--- config.mk ---
export PLATFORM = sky130hd
export DESIGN_NAME = load_store_unit
export DESIGN_NICKNAME = d
export VERILOG_FILES = /design/src/rtl/lsu_pkg.sv /design/src/rtl/lsu_load_align.sv /design/src/rtl/load_store_unit.sv
export SDC_FILE = /design/constraint.sdc
export NUM_CORES = 1
export LEC_CHECK = 0
export CAP_MARGIN = 40
export CORE_UTILIZATION = 41
export DETAILED_ROUTE_END_ITERATION = 7
export PLACE_DENSITY = 0.81
export SETUP_SLACK_MARGIN = 0.1
export SLEW_MARGIN = 0
export SYNTH_ARGS = -nofsm -noshare
export SYNTH_HDL_FRONTEND = slang
export SYNTH_SLANG_ARGS = --single-unit
export TNS_END_PERCENT = 10
--- constraint.sdc ---
create_clock -name clk -period 1.6 [get_ports clk]
set_input_delay 0.32 -clock clk [delete_from_list [all_inputs] [get_ports clk]]
set_output_delay 0.32 -clock clk [all_outputs]
set_load 0.05 [all_outputs]
--- src/rtl/lsu_pkg.sv ---
// Shared definitions for the load/store unit: FSM state encoding, access-size
// encodings and the memory-port enable codes, plus small encoding helpers.
package lsu_pkg;

    localparam int ADDR_W = 12;
    localparam int DATA_W = 32;

    typedef enum logic [2:0] {
        IDLE     = 3'd0,
        STORE    = 3'd1,
        LD_ISSUE = 3'd2,
        LD_CAPT  = 3'd3,
        RESP     = 3'd4
    } lsu_state_t;

    // Access size as presented on req_size
    localparam logic SIZE_BYTE = 1'b0;
    localparam logic SIZE_WORD = 1'b1;

    // Memory write-enable codes
    localparam logic [1:0] WE_NONE = 2'b00;
    localparam logic [1:0] WE_BYTE = 2'b01;
    localparam logic [1:0] WE_WORD = 2'b10;

    // Memory read-size codes; RE_BYTE doubles as the idle value
    localparam logic [1:0] RE_BYTE = 2'b00;
    localparam logic [1:0] RE_WORD = 2'b01;

    function automatic logic [1:0] we_code(input logic size);
        return (size == SIZE_WORD) ? WE_WORD : WE_BYTE;
    endfunction

    function automatic logic [1:0] re_code(input logic size);
        return (size == SIZE_WORD) ? RE_WORD : RE_BYTE;
    endfunction

    // Byte stores only carry the low byte; upper bits are cleared
    function automatic logic [DATA_W-1:0] store_data(input logic size,
                                                     input logic [DATA_W-1:0] wdata);
        return (size == SIZE_WORD) ? wdata : {24'h0, wdata[7:0]};
    endfunction

endpackage

--- src/rtl/lsu_load_align.sv ---
// Load data alignment: passes a full word through, or takes the low byte of
// the memory word and extends it to 32 bits.
// Optional feature macro: LSU_SIGN_EXT_EN -- when defined, a byte load with
// is_signed=1 is sign-extended from bit 7; otherwise byte loads are always
// zero-extended and is_signed is ignored.
module lsu_load_align
    import lsu_pkg::*;
(
    input  logic [DATA_W-1:0] raw_data,
    input  logic              size,
    input  logic              is_signed,
    output logic [DATA_W-1:0] load_data
);

    logic ext_bit;

`ifdef LSU_SIGN_EXT_EN
    // Fill value for the upper 24 bits of a byte load
    assign ext_bit = is_signed & raw_data[7];
`else
    logic unused_is_signed;
    // Byte loads are always zero-extended in this build
    assign ext_bit          = 1'b0;
    assign unused_is_signed = is_signed;
`endif

    assign load_data[7:0] = raw_data[7:0];

    genvar gi;
    generate
        for (gi = 8; gi < DATA_W; gi++) begin : g_upper
            // Word loads keep the memory bit, byte loads take the fill value
            assign load_data[gi] = (size == SIZE_WORD) ? raw_data[gi] : ext_bit;
        end
    endgenerate

endmodule

--- src/rtl/load_store_unit.sv ---
// Single-outstanding load/store unit between a core request/response port and
// a synchronous data memory (read data registered by the memory).
// Sequence: IDLE -> STORE -> RESP, or IDLE -> LD_ISSUE -> LD_CAPT -> RESP.
// Optional feature macro: LSU_SIGN_EXT_EN (signed byte loads, see lsu_load_align).
module load_store_unit
    import lsu_pkg::*;
(
    input  logic              clk,
    input  logic              reset_n,
    input  logic              req_valid,
    output logic              req_ready,
    input  logic              req_store,
    input  logic              req_size,
    input  logic              req_signed,
    input  logic [ADDR_W-1:0] req_addr,
    input  logic [DATA_W-1:0] req_wdata,
    output logic              rsp_valid,
    input  logic              rsp_ready,
    output logic [DATA_W-1:0] rsp_data,
    output logic [ADDR_W-1:0] mem_address,
    output logic [1:0]        mem_write_enable,
    output logic [1:0]        mem_read_enable,
    output logic [DATA_W-1:0] mem_write_data,
    input  logic [DATA_W-1:0] mem_read_data
);

    lsu_state_t        state_reg;
    logic              size_reg;
    logic              signed_reg;
    logic              rsp_valid_reg;
    logic [DATA_W-1:0] rsp_data_reg;
    logic [ADDR_W-1:0] mem_address_reg;
    logic [1:0]        mem_we_reg;
    logic [1:0]        mem_re_reg;
    logic [DATA_W-1:0] mem_wdata_reg;
    logic [DATA_W-1:0] load_aligned;

    // Width/extension of the returned load word, from the captured request
    lsu_load_align u_load_align (
        .raw_data  (mem_read_data),
        .size      (size_reg),
        .is_signed (signed_reg),
        .load_data (load_aligned)
    );

    // Control FSM with all memory-side and response outputs registered
    always_ff @(posedge clk or negedge reset_n) begin
        if (!reset_n) begin
            state_reg       <= IDLE;
            size_reg        <= SIZE_BYTE;
            signed_reg      <= 1'b0;
            rsp_valid_reg   <= 1'b0;
            rsp_data_reg    <= '0;
            mem_address_reg <= '0;
            mem_we_reg      <= WE_NONE;
            mem_re_reg      <= RE_BYTE;
            mem_wdata_reg   <= '0;
        end else begin
            case (state_reg)
                IDLE: begin
                    if (req_valid) begin
                        size_reg        <= req_size;
                        signed_reg      <= req_signed;
                        mem_address_reg <= req_addr;
                        if (req_store) begin
                            mem_we_reg    <= we_code(req_size);
                            mem_wdata_reg <= store_data(req_size, req_wdata);
                            state_reg     <= STORE;
                        end else begin
                            mem_re_reg <= re_code(req_size);
                            state_reg  <= LD_ISSUE;
                        end
                    end
                end
                STORE: begin
                    // Write strobe lasts exactly this one cycle
                    mem_we_reg    <= WE_NONE;
                    rsp_data_reg  <= '0;
                    rsp_valid_reg <= 1'b1;
                    state_reg     <= RESP;
                end
                LD_ISSUE: begin
                    // Memory samples address/size at this edge
                    mem_re_reg <= RE_BYTE;
                    state_reg  <= LD_CAPT;
                end
                LD_CAPT: begin
                    rsp_data_reg  <= load_aligned;
                    rsp_valid_reg <= 1'b1;
                    state_reg     <= RESP;
                end
                RESP: begin
                    if (rsp_ready) begin
                        rsp_valid_reg <= 1'b0;
                        state_reg     <= IDLE;
                    end
                end
                default: begin
                    mem_we_reg    <= WE_NONE;
                    mem_re_reg    <= RE_BYTE;
                    rsp_valid_reg <= 1'b0;
                    state_reg     <= IDLE;
                end
            endcase
        end
    end

    // Ready comes straight from the state register, so it is 1 during reset
    assign req_ready        = (state_reg == IDLE);
    assign rsp_valid        = rsp_valid_reg;
    assign rsp_data         = rsp_data_reg;
    assign mem_address      = mem_address_reg;
    assign mem_write_enable = mem_we_reg;
    assign mem_read_enable  = mem_re_reg;
    assign mem_write_data   = mem_wdata_reg;

endmodule

Yosys cells after proc, flatten, opt, wreduce, memory -nomap -nowiden:

Index checks and enable logic that the tools add are counted.

* register bits after elaboration: 85
* latch bits: 0
* bits in writable memories: 0
* memory bits (read-only): 0
* input port bits: 83
* output and inout port bits: 82
* logic and storage cells: 71
* memories kept: 0

* $add $sub $neg: 0
* $mul: 0
* div/mod/pow operators: 0
* order comparisons: 0
* eq/ne operators: 8
* shifts and indexed selects: 0
* multiplexer cells: 40
* bitwise logic cells: 3
* reductions and logical operators: 12

Operator list (number)
* $pmux 32 s2: 1
* $mux 32: 1
* $mux 1: 26
* $mux 2: 6
* $pmux 3 s4: 1
* $reduce_and 3->1: 3
* $pmux 2 s2: 2
* $eq 3x2->1 const B: 2
* $mux 3: 2
* $ne 2x2->1 const B: 3
* $reduce_and 2->1: 3
* $reduce_or 3->1: 2
* $reduce_or 2->1: 2
* $eq 3x1->1 const B: 1
* $eq 3x3->1 const B: 1
* $logic_not 3->1: 1
* $not 1->1: 3
* $pmux 1 s3: 1
* $ne 2x1->1 const B: 1
* $reduce_bool 2->1: 1

Logic depth before layout (Yosys ltp):

Gate-level depths: netlist of run 1.

* word-level depth: 4
* depth in mapped cells: 5
* gate-level depth less buffers: 3

Cells and area by module:

From an unflattened synthesis of run 1, not the netlist that was laid out.

* cell total of the unflattened synthesis: 335
* area, all modules: 3692.3 um2

Modules (own cells, without submodules)
* load_store_unit: instances 1, cells each 301, area each 3437.0 um2, sequential area each 2127.0 um2
* lsu_load_align: instances 1, cells each 34, area each 255.2 um2, sequential area each 0.0 um2

Worst setup path before layout of run 1:

Ideal clock, no wire load.

* kind: flip-flop to output port
* start point: reg state_reg[1]
* end point: out req_ready
* arrival: 1.848 ns
* required time: 1.280 ns
* slack: -0.568 ns
* stages on the path, launching flop included: 4
* path buffers: 2
* path through: dfrtp_1 -> buf_2 -> clkbuf_1 -> nor3_1

* word-level cells in the longest chain between the ends: 1

Ends and longest elaborated chain
* start, declared: RTL line load_store_unit.sv:27 `lsu_state_t state_reg;`
* start signal, assigned: RTL line load_store_unit.sv:49 `state_reg <= IDLE;`
* start signal, assigned: RTL line load_store_unit.sv:68 `state_reg <= STORE;`
* start signal, assigned: RTL line load_store_unit.sv:71 `state_reg <= LD_ISSUE;`
* $logic_not 3->1: RTL line load_store_unit.sv:109 `assign req_ready = (state_reg == IDLE);`
* end, declared: RTL line load_store_unit.sv:11 `output logic req_ready,`

No other way between the ends.

Final worst setup path of run 1:

* start point: reg state_reg[0]
* end point: reg mem_address_reg[5], in the netlist mem_address[5]

* word-level cells in the longest chain between the ends: 2

Ends and longest elaborated chain
* $logic_not 3->1: RTL line load_store_unit.sv:59 `case (state_reg)`
* $reduce_and 2->1 (no line)
* end signal, assigned: RTL line load_store_unit.sv:64 `mem_address_reg <= req_addr;`
* end, declared: RTL line load_store_unit.sv:32 `logic [ADDR_W-1:0] mem_address_reg;`

No other way between the ends.
A chain may end at the register's enable or synchronous reset.

==> flow_metrics.py, run 1 <==
metrics = {
    "hold_path": {
        "min_path_type": "primary input to asynchronous set/reset pin",
    },
    "sta": {
        "hold_violations": 9,
        "fin_crit_sh_pct": 102,
        "layout_setup_ws_ns": -0.0398,
        "tns_ns": -0.240,
        "drv_slew": 0,
        "fmax_mhz": 610,
        "period_needed_ns": 1.64,
        "setup_violations": 11,
        "whs_ns": -0.0179,
        "grt_setup_unrepaired": "yes",
        "fin_skew_ns": 0.0129,
    },
    "route": {
        "avgRoutedWirePerCell_um": 17.0,
        "ant_nets": 0,
        "wl_um": 9160,
        "drtIter0Drc": 143,
        "num_vias": 2771,
        "drc_errors": 0,
        "via_per_inst": 5.14,
        "first_pass_iters": 4,
    },
    "synthesis": {
        "synthArstFlopShare_pct": 100,
        "synth-edff-count": 0,
        "synth_cell_type_count": 30,
        "synthTopCellsByArea": "dfrtp_1, a21bo_2, a22o_1",
        "synth_fp_nets": 342,
        "ys.flop_type": "dfrtp_1",
        "syn_area_per_cell_um2": 13.2,
        "netlist_area_um2": 3430,
        "synth-seq-cells": 84,
        "ys_warn_count": 0,
        "synth_most_common_cell": "dfrtp_1",
        "synth_common_cells": "dfrtp_1, a21bo_2, a22o_1, nand4_1, nand2_1",
        "synth_top_area_share_pct": 61.3,
        "synth-seq-area-share_pct": 61.3,
        "synth_top_area_cell": "dfrtp_1",
        "syn_inst": 259,
    },
    "worst_setup_path": {
        "slowest_stage": "dfrtp_1",
        "required_ns": 1.82,
        "crit_type": "register to register",
        "cpPeakStageDelay_ns": 0.40,
        "cp.arrival_ns": 1.86,
        "cp_cell_sequence": "buf_6 -> nor4b_4 -> buf_6 -> clkbuf_16 -> mux2_4",
        "path_max_fanout": 5,
        "crit_top_cell": "buf_6",
        "start_kind": "register",
        "critPathBufInv": 3,
        "end_kind": "register",
        "cpLargestDelayFamily": "buffers and inverters",
    },
    "floorplanning": {
        "die_area_um2": 8730,
        "coreArea_um2": 7930,
        "die-height_um": 93.5,
        "fp.dieW_um": 93.5,
        "start_util_pct": 43.3,
        "pin_count": 165,
        "rows": 32,
    },
    "grt": {
        "grt_pass1_vias": 2781,
        "grt_max_degree": 85,
        "grt_use_total_pct": 20.7,
        "grt_pass1_wl_um": 13900,
        "gr-total-overflow": 0,
        "antenna_found_initial": 0,
    },
    "clock_network": {
        "cts.path.max_buffers": 2,
        "root_buffer": "clkbuf_8",
        "cts_tree": "done",
        "clock_latency_ns": 0.34,
        "cts_buffers": 9,
        "clock-sinks": 84,
        "clk_pin_slew_ns": 0.09,
        "h-tree-depth": 3,
    },
    "pwr": {
        "vdd_drop_max_mv": 0.918,
        "power_leakage_nw": 2.63,
        "power_density_nw_per_um2": 2290,
    },
    "placed_design": {
        "place_area_um2": 5060,
        "gp_congestion": 0.742,
        "placedCellCount": 516,
        "io_buffers": 162,
        "dp_worst_setup_slack_ns": -0.264,
        "dp_hpwl_um": 6210,
    },
    "final_layout": {
        "final_core_util_pct": 69.0,
        "design_area_um2": 5470,
        "n_fill_cell": 584,
        "n_antenna_cell": 0,
        "drive_gt1_share_pct": 38.9,
        "num-nets-final": 515,
        "area_growth_pct": 59.6,
        "finalNonFillerCells": 539,
    },
    "job": {
        "maxCapViolCount": 0,
    },
    "outcome": {
        "failed_checks": "hold timing, setup timing",
        "outcome": "finished with violations",
    },
}
-- cells by family after synthesis --
logic type / synth area share, %
DFF: 61.3
muxes: 7.84
buffers and inverters: 4.41
and+or+nand+nor: 9.81
other: 0.109
AOI/OAI and AO/OA: 16.5
-- area by class of cell --
cell class | instances | area (um2) | area share [%]
tap | 102 | 128 | 2.33
timing repair buffer | 187 | 1780 | 32.6
clock inverter | 4 | 72.6 | 1.33
clock buffer | 12 | 145 | 2.65
multi-input combinational | 148 | 1240 | 22.6
inverter | 2 | 7.51 | 0.137
sequential | 84 | 2100 | 38.4
-- cell usage in the layout, fill, tap and decap left out, drive strengths merged, types with 4 or more instances in the layout --
master / instances
a22o: 24
o21ai: 9
nand4: 24
buf: 105
clkbuf: 14
clkdlybuf4s50: 80
nand2: 19
mux2: 21
dfrtp: 84
a21bo: 24
nor2: 4
-- path summary, 6_finish.rpt --
kind                              startpoint                 end  slack, ns  cells past startpoint
worst max register to register  state_reg[0]      mem_address[5]      -0.04                      5
worst min-delay path                 reset_n  mem_write_data[29]      -0.02                      2
min in group clk                 rsp_data[3]         rsp_data[3]       0.48                      2
worst max-delay path            state_reg[0]      mem_address[5]      -0.04                      5
worst min register to register   rsp_data[3]         rsp_data[3]       0.48                      2
max in group asynchronous            reset_n  mem_read_enable[0]       1.25                      2
-- routing by layer --
layer / global-route usage, % / wire, um / share of wire, %
met5: 0 / 0 / 0
met2: 33.5 / 4540 / 50
met1: 26.8 / 3890 / 42
met3: 4.88 / 639 / 7.0
met4: 7.82 / 85 / 0.93
-- power by group --
| group | internal [mW] | leakage (nW) | switching [mW] |
|---|---|---|---|
| Clock | 0.922 | 0.107 | 0.730 |
| Sequential | 3.03 | 1.09 | 0.560 |
| Combinational | 2.74 | 1.43 | 4.53 |
-- metrics by stage --
step	hold slack (ns)	power, mW
after floorplan	0.0244	8.21
after global placement	0.390	10.3
after detailed placement	0.388	10.5
after CTS	0.00892	12.3
after global routing	0.00452	13.1
final	-0.0179	12.5
-- repair_timing --
item                       4_1_cts  5_1_grt
hold buffers                     0        0
pin swaps                        9        8
setup endpoints to repair       22       46
setup buffers                    5        0
resized for setup               10       17
gates cloned                     0        2
hold endpoints to repair         0        0
(Power assumes the default switching activity.)
==> run 2: changes to the inputs <==
--- a/config.mk
+++ b/config.mk
@@ -5,7 +5,7 @@
 export SDC_FILE = /design/constraint.sdc
 export NUM_CORES = 1
 export LEC_CHECK = 0
-export CAP_MARGIN = 40
+export CAP_MARGIN = 10
 export CORE_UTILIZATION = 41
 export DETAILED_ROUTE_END_ITERATION = 7
 export PLACE_DENSITY = 0.81
==> results of run 2 <==
Same layout as run 1: the final DEF is identical, and so are final timing and power.
